## src/rtl/regbank_pkg.sv

```systemverilog
// Shared types and defaults for the register-bank write arbiter.
package regbank_pkg;

  localparam int DW_DEF = 32;
  localparam int AW_DEF = 5;

  typedef enum logic [1:0] {
    IDLE    = 2'd0,
    WRITE_A = 2'd1,
    WRITE_B = 2'd2
  } state_t;

  localparam logic SEL_A = 1'b0;
  localparam logic SEL_B = 1'b1;

  // Register 0 may be hard-wired: the write is accepted but never reaches the bank.
  function automatic logic write_allowed(input logic zero_ro, input logic addr_is_zero);
    return !(zero_ro && addr_is_zero);
  endfunction

endpackage

```

## src/rtl/rr_arbiter2.sv

```systemverilog
// Two-way round-robin arbiter; purely combinational.
module rr_arbiter2 (
  input  logic [1:0] req,
  input  logic       last,
  input  logic       en,
  output logic [1:0] gnt
);

  // last: 0 = requester 0 won most recently, 1 = requester 1 did.
  always_comb begin
    gnt = 2'b00;
    if (en) begin
      if (req == 2'b11) begin
        gnt = last ? 2'b01 : 2'b10;
      end else begin
        gnt = req;
      end
    end
  end

endmodule

```

## src/rtl/regbank_write_arbiter.sv

```systemverilog
// Arbitrates the single register-bank write port between ALU writeback (A) and memory load (B).
module regbank_write_arbiter
  import regbank_pkg::*;
#(
  parameter int DW      = DW_DEF,
  parameter int AW      = AW_DEF,
  parameter bit ZERO_RO = 1'b1
) (
  input  logic          clk,
  input  logic          reset,
  input  logic          req_a,
  input  logic [AW-1:0] addr_a,
  input  logic [DW-1:0] data_a,
  output logic          gnt_a,
  input  logic          req_b,
  input  logic [AW-1:0] addr_b,
  input  logic [DW-1:0] data_b,
  output logic          gnt_b,
  input  logic          bank_busy,
  output logic [DW-1:0] mux_a,
  output logic [DW-1:0] mux_b,
  output logic          mux_sel,
  output logic          wr_en,
  output logic [AW-1:0] wr_addr,
  output logic          conflict,
  output state_t        state
);

  // Handshake: a requester raises req with addr/data valid and keeps all three
  // stable until it sees gnt in the same cycle; req&gnt at a rising edge is the
  // transfer, and the captured write is presented to the bank the next cycle.
  logic       last_b;
  logic [1:0] gnt;

  rr_arbiter2 u_arb (
    .req  ({req_b, req_a}),
    .last (last_b),
    .en   (!bank_busy && !reset),
    .gnt  (gnt)
  );

  assign gnt_a = gnt[0];
  assign gnt_b = gnt[1];

  always_ff @(posedge clk or posedge reset) begin
    if (reset) begin
      state    <= IDLE;
      last_b   <= 1'b1;
      mux_a    <= '0;
      mux_b    <= '0;
      mux_sel  <= SEL_A;
      wr_en    <= 1'b0;
      wr_addr  <= '0;
      conflict <= 1'b0;
    end else begin
      conflict <= req_a && req_b && !bank_busy;
      if (gnt[0]) begin
        state   <= WRITE_A;
        last_b  <= 1'b0;
        mux_a   <= data_a;
        mux_sel <= SEL_A;
        wr_addr <= addr_a;
        wr_en   <= write_allowed(ZERO_RO, addr_a == '0);
      end else if (gnt[1]) begin
        state   <= WRITE_B;
        last_b  <= 1'b1;
        mux_b   <= data_b;
        mux_sel <= SEL_B;
        wr_addr <= addr_b;
        wr_en   <= write_allowed(ZERO_RO, addr_b == '0);
      end else begin
        // Select, address and captured data hold so the bank bus stays quiet.
        state <= IDLE;
        wr_en <= 1'b0;
      end
    end
  end

endmodule

```

## config.mk

```make
export PLATFORM = sky130hd
export DESIGN_NAME = regbank_write_arbiter
export DESIGN_NICKNAME = d
export VERILOG_FILES = /design/src/rtl/regbank_pkg.sv /design/src/rtl/rr_arbiter2.sv /design/src/rtl/regbank_write_arbiter.sv
export SDC_FILE = /design/constraint.sdc
export NUM_CORES = 1
export LEC_CHECK = 0
export ABC_CLOCK_PERIOD_IN_PS = 5700
export BUFFER_PORTS_ARGS = -buffer_cell sky130_fd_sc_hd__buf_2
export CAP_MARGIN = 25
export CORE_MARGIN = 2
export CORE_UTILIZATION = 40
export CTS_BUF_LIST = sky130_fd_sc_hd__clkbuf_8 sky130_fd_sc_hd__clkbuf_16
export DETAILED_ROUTE_END_ITERATION = 7
export GPL_ROUTABILITY_DRIVEN = 0
export PLACE_DENSITY = 0.72
export SLEW_MARGIN = 20
export SYNTH_ARGS = -nofsm -noshare
export SYNTH_HDL_FRONTEND = slang
export SYNTH_SLANG_ARGS = --single-unit
```

## constraint.sdc

```tcl
create_clock -name clk -period 5.7 [get_ports clk]
set_input_delay 0.285 -clock clk [delete_from_list [all_inputs] [get_ports clk]]
set_output_delay 0.285 -clock clk [all_outputs]
set_load 0.03 [all_outputs]
```

[After elaboration in Yosys (flattened, before gate mapping)]
Cells that the tools add are included.
Widths: inputs -> output; s select.
Storage, ports and cells
  output and inout port bits: 76
  logic and storage cells: 32
  register bits: 75
Operators by class
  equal/unequal tests: 1
  muxes and demuxes: 11
  bitwise logic cells: 1
  reduce and logical (&&, ||, !) cells: 11
Operators by type and width (number)
  $logic_not 5->1: 2
  $mux 2: 5
  $mux 5: 2
  $logic_not 1->1: 4
  $mux 1: 4
  $logic_and 1x1->1: 3
  $eq 2x2->1 const B: 1
  $reduce_and 2->1: 1
  $reduce_bool 2->1: 1
  $not 1->1: 1

[Logic depth before layout (Yosys ltp)]
  depth in word-level cells: 5
  gate-level depth with buffers: 6

[Modules after synthesis]
Synthesis repeated with hierarchy kept, for this count alone.
Unflattened totals
  cell total of the unflattened synthesis: 183
  area, all modules: 3004.1 um2
Modules (own cells, without submodules)
  regbank_write_arbiter: times used 1, cells an instance 178, seq. area each 1878.1 um2, area an instance 2982.9 um2
  rr_arbiter2: times used 1, cells an instance 5, seq. area each 0.0 um2, area an instance 21.3 um2

[Worst setup path after synthesis]
OpenSTA, ideal clock, no wires.
  path type: input -> output
  start point: input port bank_busy
  end point: output port gnt_a
  arrival time: 1.492 ns
  stages on the path: 6
  path buffers: 3
  slack: 3.923 ns
  cell sequence: or3b_1 buf_2 or2_1 buf_6 buf_6 inv_1
Between the ends
  word-level cells in the longest chain between the ends: 3
RTL lines
  start: declaration: line regbank_write_arbiter.sv:19  | input logic bank_busy,
  $logic_not 1->1: line regbank_write_arbiter.sv:38  | .en (!bank_busy && !reset),
  $logic_and 1x1->1: line regbank_write_arbiter.sv:38
  $mux 2: line rr_arbiter2.sv:12  | if (en) begin
  end: declaration: line regbank_write_arbiter.sv:14  | output logic gnt_a,
Every way passes these cells.

[Final worst setup path]
  start point: register last_b
  end point: output port gnt_a
Between the ends
  word-level cells in the longest chain between the ends: 3
RTL lines
  start: declaration: line regbank_write_arbiter.sv:32  | logic last_b;
  start signal: assignment: line regbank_write_arbiter.sv:48  | last_b <= 1'b1;
  start signal: assignment: line regbank_write_arbiter.sv:59  | last_b <= 1'b0;
  start signal: assignment: line regbank_write_arbiter.sv:66  | last_b <= 1'b1;
  $mux 2: line rr_arbiter2.sv:14  | gnt = last ? 2'b01 : 2'b10;
  $mux 2: line rr_arbiter2.sv:13  | if (req == 2'b11) begin
  $mux 2: line rr_arbiter2.sv:12
Every way passes these cells.

==> results.md <==
* DP Wirelength at 4.504 mm
* PortBufs at 154
* Cts hold-fix bufs at 0
* Largest net degree at the start of global routing at 42
* Final Cycle Share at 0.4361
* CTS sink cnt at 75
* FF+latch count, synth at 75
* Crit path launch type: register
* Hold Fails Final Rpt at 0
* TritonCTS clock tree: done
* Routed wire per std cell at 13.35 um
* Hold Crit Class: in2async
* Post-synth top area share at 0.6269
* WP data arrival at 2200 ps
* Layout area overhead at 36.81%
* RSZ-0062 raised after global routing: false
* Unique masters post-synth at 26
* GR Util met1 at 0.1933
* Initial antenna violation count at 0
* Ranking of synthesized cells by area: dfrtp_1 63%, mux2_2 19%, mux2_4 7.1%
* # DRC at 0
* Worst-path clk slew at 80 ps
* Tmin final at 2486 ps
* Pleak at 2.059 nW
* PwrDens at 450.5 nW/um2
* Clock buffer depth at 2
* Number of flops mapped to enable cells by yosys at 0
* Register area share after synthesis at 0.6357
* Worst reg-to-reg setup slack at 3630 ps
* GR Layer Usage met2 at 0.2506
* DR vias at 2100
* Worst reg2reg path depth at 3
* Synth warn at 0
* Layout cells sized above 1 at 0.6839
* Vias in the first global route at 2109
* Detailed Route Iter0 Violations at 52
* Crit-path slowest cell: or2_2
* Cell Area, Synth at 2954 um2
* Crit path from: last_b
* Mapped Nets at 266
* Core ar. at 7214 um2
* Ant. Diodes at 0
* CP Class: reg2out
* Initial Util at 0.4095
* GRT Max-Usage Layer: met2
* Commonest cells post-synth: 74 x dfrtp_1, 49 x mux2_2, 14 x mux2_4, 6 x nor2_1, 5 x buf_2
* Max H-tree Level at 3
* Synth Flop Type: dfrtp_1
* Synth Instances at 187
* Nets at 422
* Row count at 31
* Most frequent cell after synthesis: dfrtp_1
* Clock latency on the worst-skew pair at 330 ps
* VDD IR-drop max at 168.8 uV
* M3 GR Usage at 0.03688
* Crit path to: gnt_a
* Clk root buf: clkbuf_8
* First-pass GRT wire length at 9.949 mm
* Cell taking the most area after synthesis: dfrtp_1
* Slew @ Worst Pin at 986.9 ps
* Asr flop ratio synth at 1.000
* Max-cap viol count at 0
* CP Cell Sequence: nor2b_1, or2_2, inv_1, buf_2
* CTS Buf Count at 9
* Via-per-instance ratio at 4.698
* Run status: completed
* Number of gates resized after CTS at 0
* Crit-path max FO at 38
* Routed Antenna Nets at 0
* Critical Path RT at 5410 ps
* Syn Area/Cell at 15.80 um2
* Clk_skew at 8.972 ps
* F_max at 402.3 MHz
* CP max stage delay at 840 ps
* Top-Level Pins at 155
* Final setup fails at 0
* Reg2Reg Capture Point: mux_a[29]
* Setup TNS at 0 ps
* Worst r2r src: last_b
* Post CTS Setup Buffer Count at 0
* Final wirelength at 5.967 mm
* Router iterations before antenna repair at 4
* DIE WIDTH at 89.94 um
* Max Slew Vio Count at 0
* Die Y at 89.94 um
* Post-layout total power at 1.820 mW
* Setup crit end kind: output port
* Max-slew headroom at 0.3421
* Total GRT Usage at 0.1507
* Overflow after GRT at 0
* Die area at 8088 um2
-- where the power goes --
part           total [mW]  switching (mW)  leakage (nW)  internal, mW
combinational       0.607           0.385          1.04         0.222
sequential          0.725          0.0622         0.894         0.663
clock               0.488           0.185         0.126         0.304
-- metrics by stage --
step / setup WS [ps] / instances / hold slack [ps] / utilization / cell area, um2
6_report: 3214 / 447 / 30.57 / 0.5602 / 4041
5_1_grt: 3035 / 447 / 74.14 / 0.5602 / 4041
4_1_cts: 3167 / 447 / 32.26 / 0.5602 / 4041
3_5_place_dp: 3394 / 431 / 403.8 / 0.5255 / 3791
3_3_place_gp: 3448 / 431 / 401.0 / 0.5255 / 3791
2_1_floorplan: 3507 / 187 / 350.5 / - / 2954
-- worst min path at each step --
stage / from / endpoint / slack (ps) / cells after the start
after floorplan: bank_busy / conflict / 350 / 1
after global placement: reset / wr_addr[2] / 400 / 2
after detailed placement: reset / wr_addr[3] / 400 / 2
after CTS: reset / mux_a[3] / 30 / 2
after global routing: reset / mux_a[3] / 70 / 2
final: reset / mux_b[2] / 30 / 2
-- registers in the layout, summed over array words and instances, names as in the netlist --
name and flops:
wr_addr 5, state 2, wr_en 1, mux_a 32
last_b 1, mux_sel 1, mux_b 32, conflict 1
-- per-layer routing --
metal  wire, um  vias up
met2       3016       92
met4         39        0
met3        440        5
li1           -      971
met5          0        -
met1       2470     1032
-- worst max-delay path: cells and delay by family, from the launching register on --
family | cells | cell delay (ps)
buffers and inverters | 2 | 370
DFF | 1 | 380
and+or+nand+nor | 2 | 1130
-- cell families (layout without fill, tap and decap cells) --
family / Yosys count / count (layout) / share of synthesized area
buf+inv: 12 / 173 / 0.02499
simple gates: 24 / 24 / 0.05040
mux: 64 / 64 / 0.2618
flops: 75 / 75 / 0.6358
compound gates: 12 / 12 / 0.02711
-- final cells by class --
type                            count  area, um2
Timing Repair Buffer              155      778.2
Multi-Input combinational cell    100       1002
Inverter                            2      8.758
Tap cell                           99      123.9
Fill cell                         640       3173
Sequential cell                    75       1878
Clock inverter                      6      112.6
Clock buffer                       10      137.6
-- cells in the final DEF, fill, tap and decap left out, drive strengths merged, types with 4 or more instances in the layout --
cell | synthesis | routed
mux2 | 64 | 64
clkinv | 0 | 4
clkbuf | 2 | 10
buf | 8 | 155
nor2 | 7 | 7
o21ai | 4 | 4
dfrtp | 74 | 74
(Power assumes the default switching activity.)
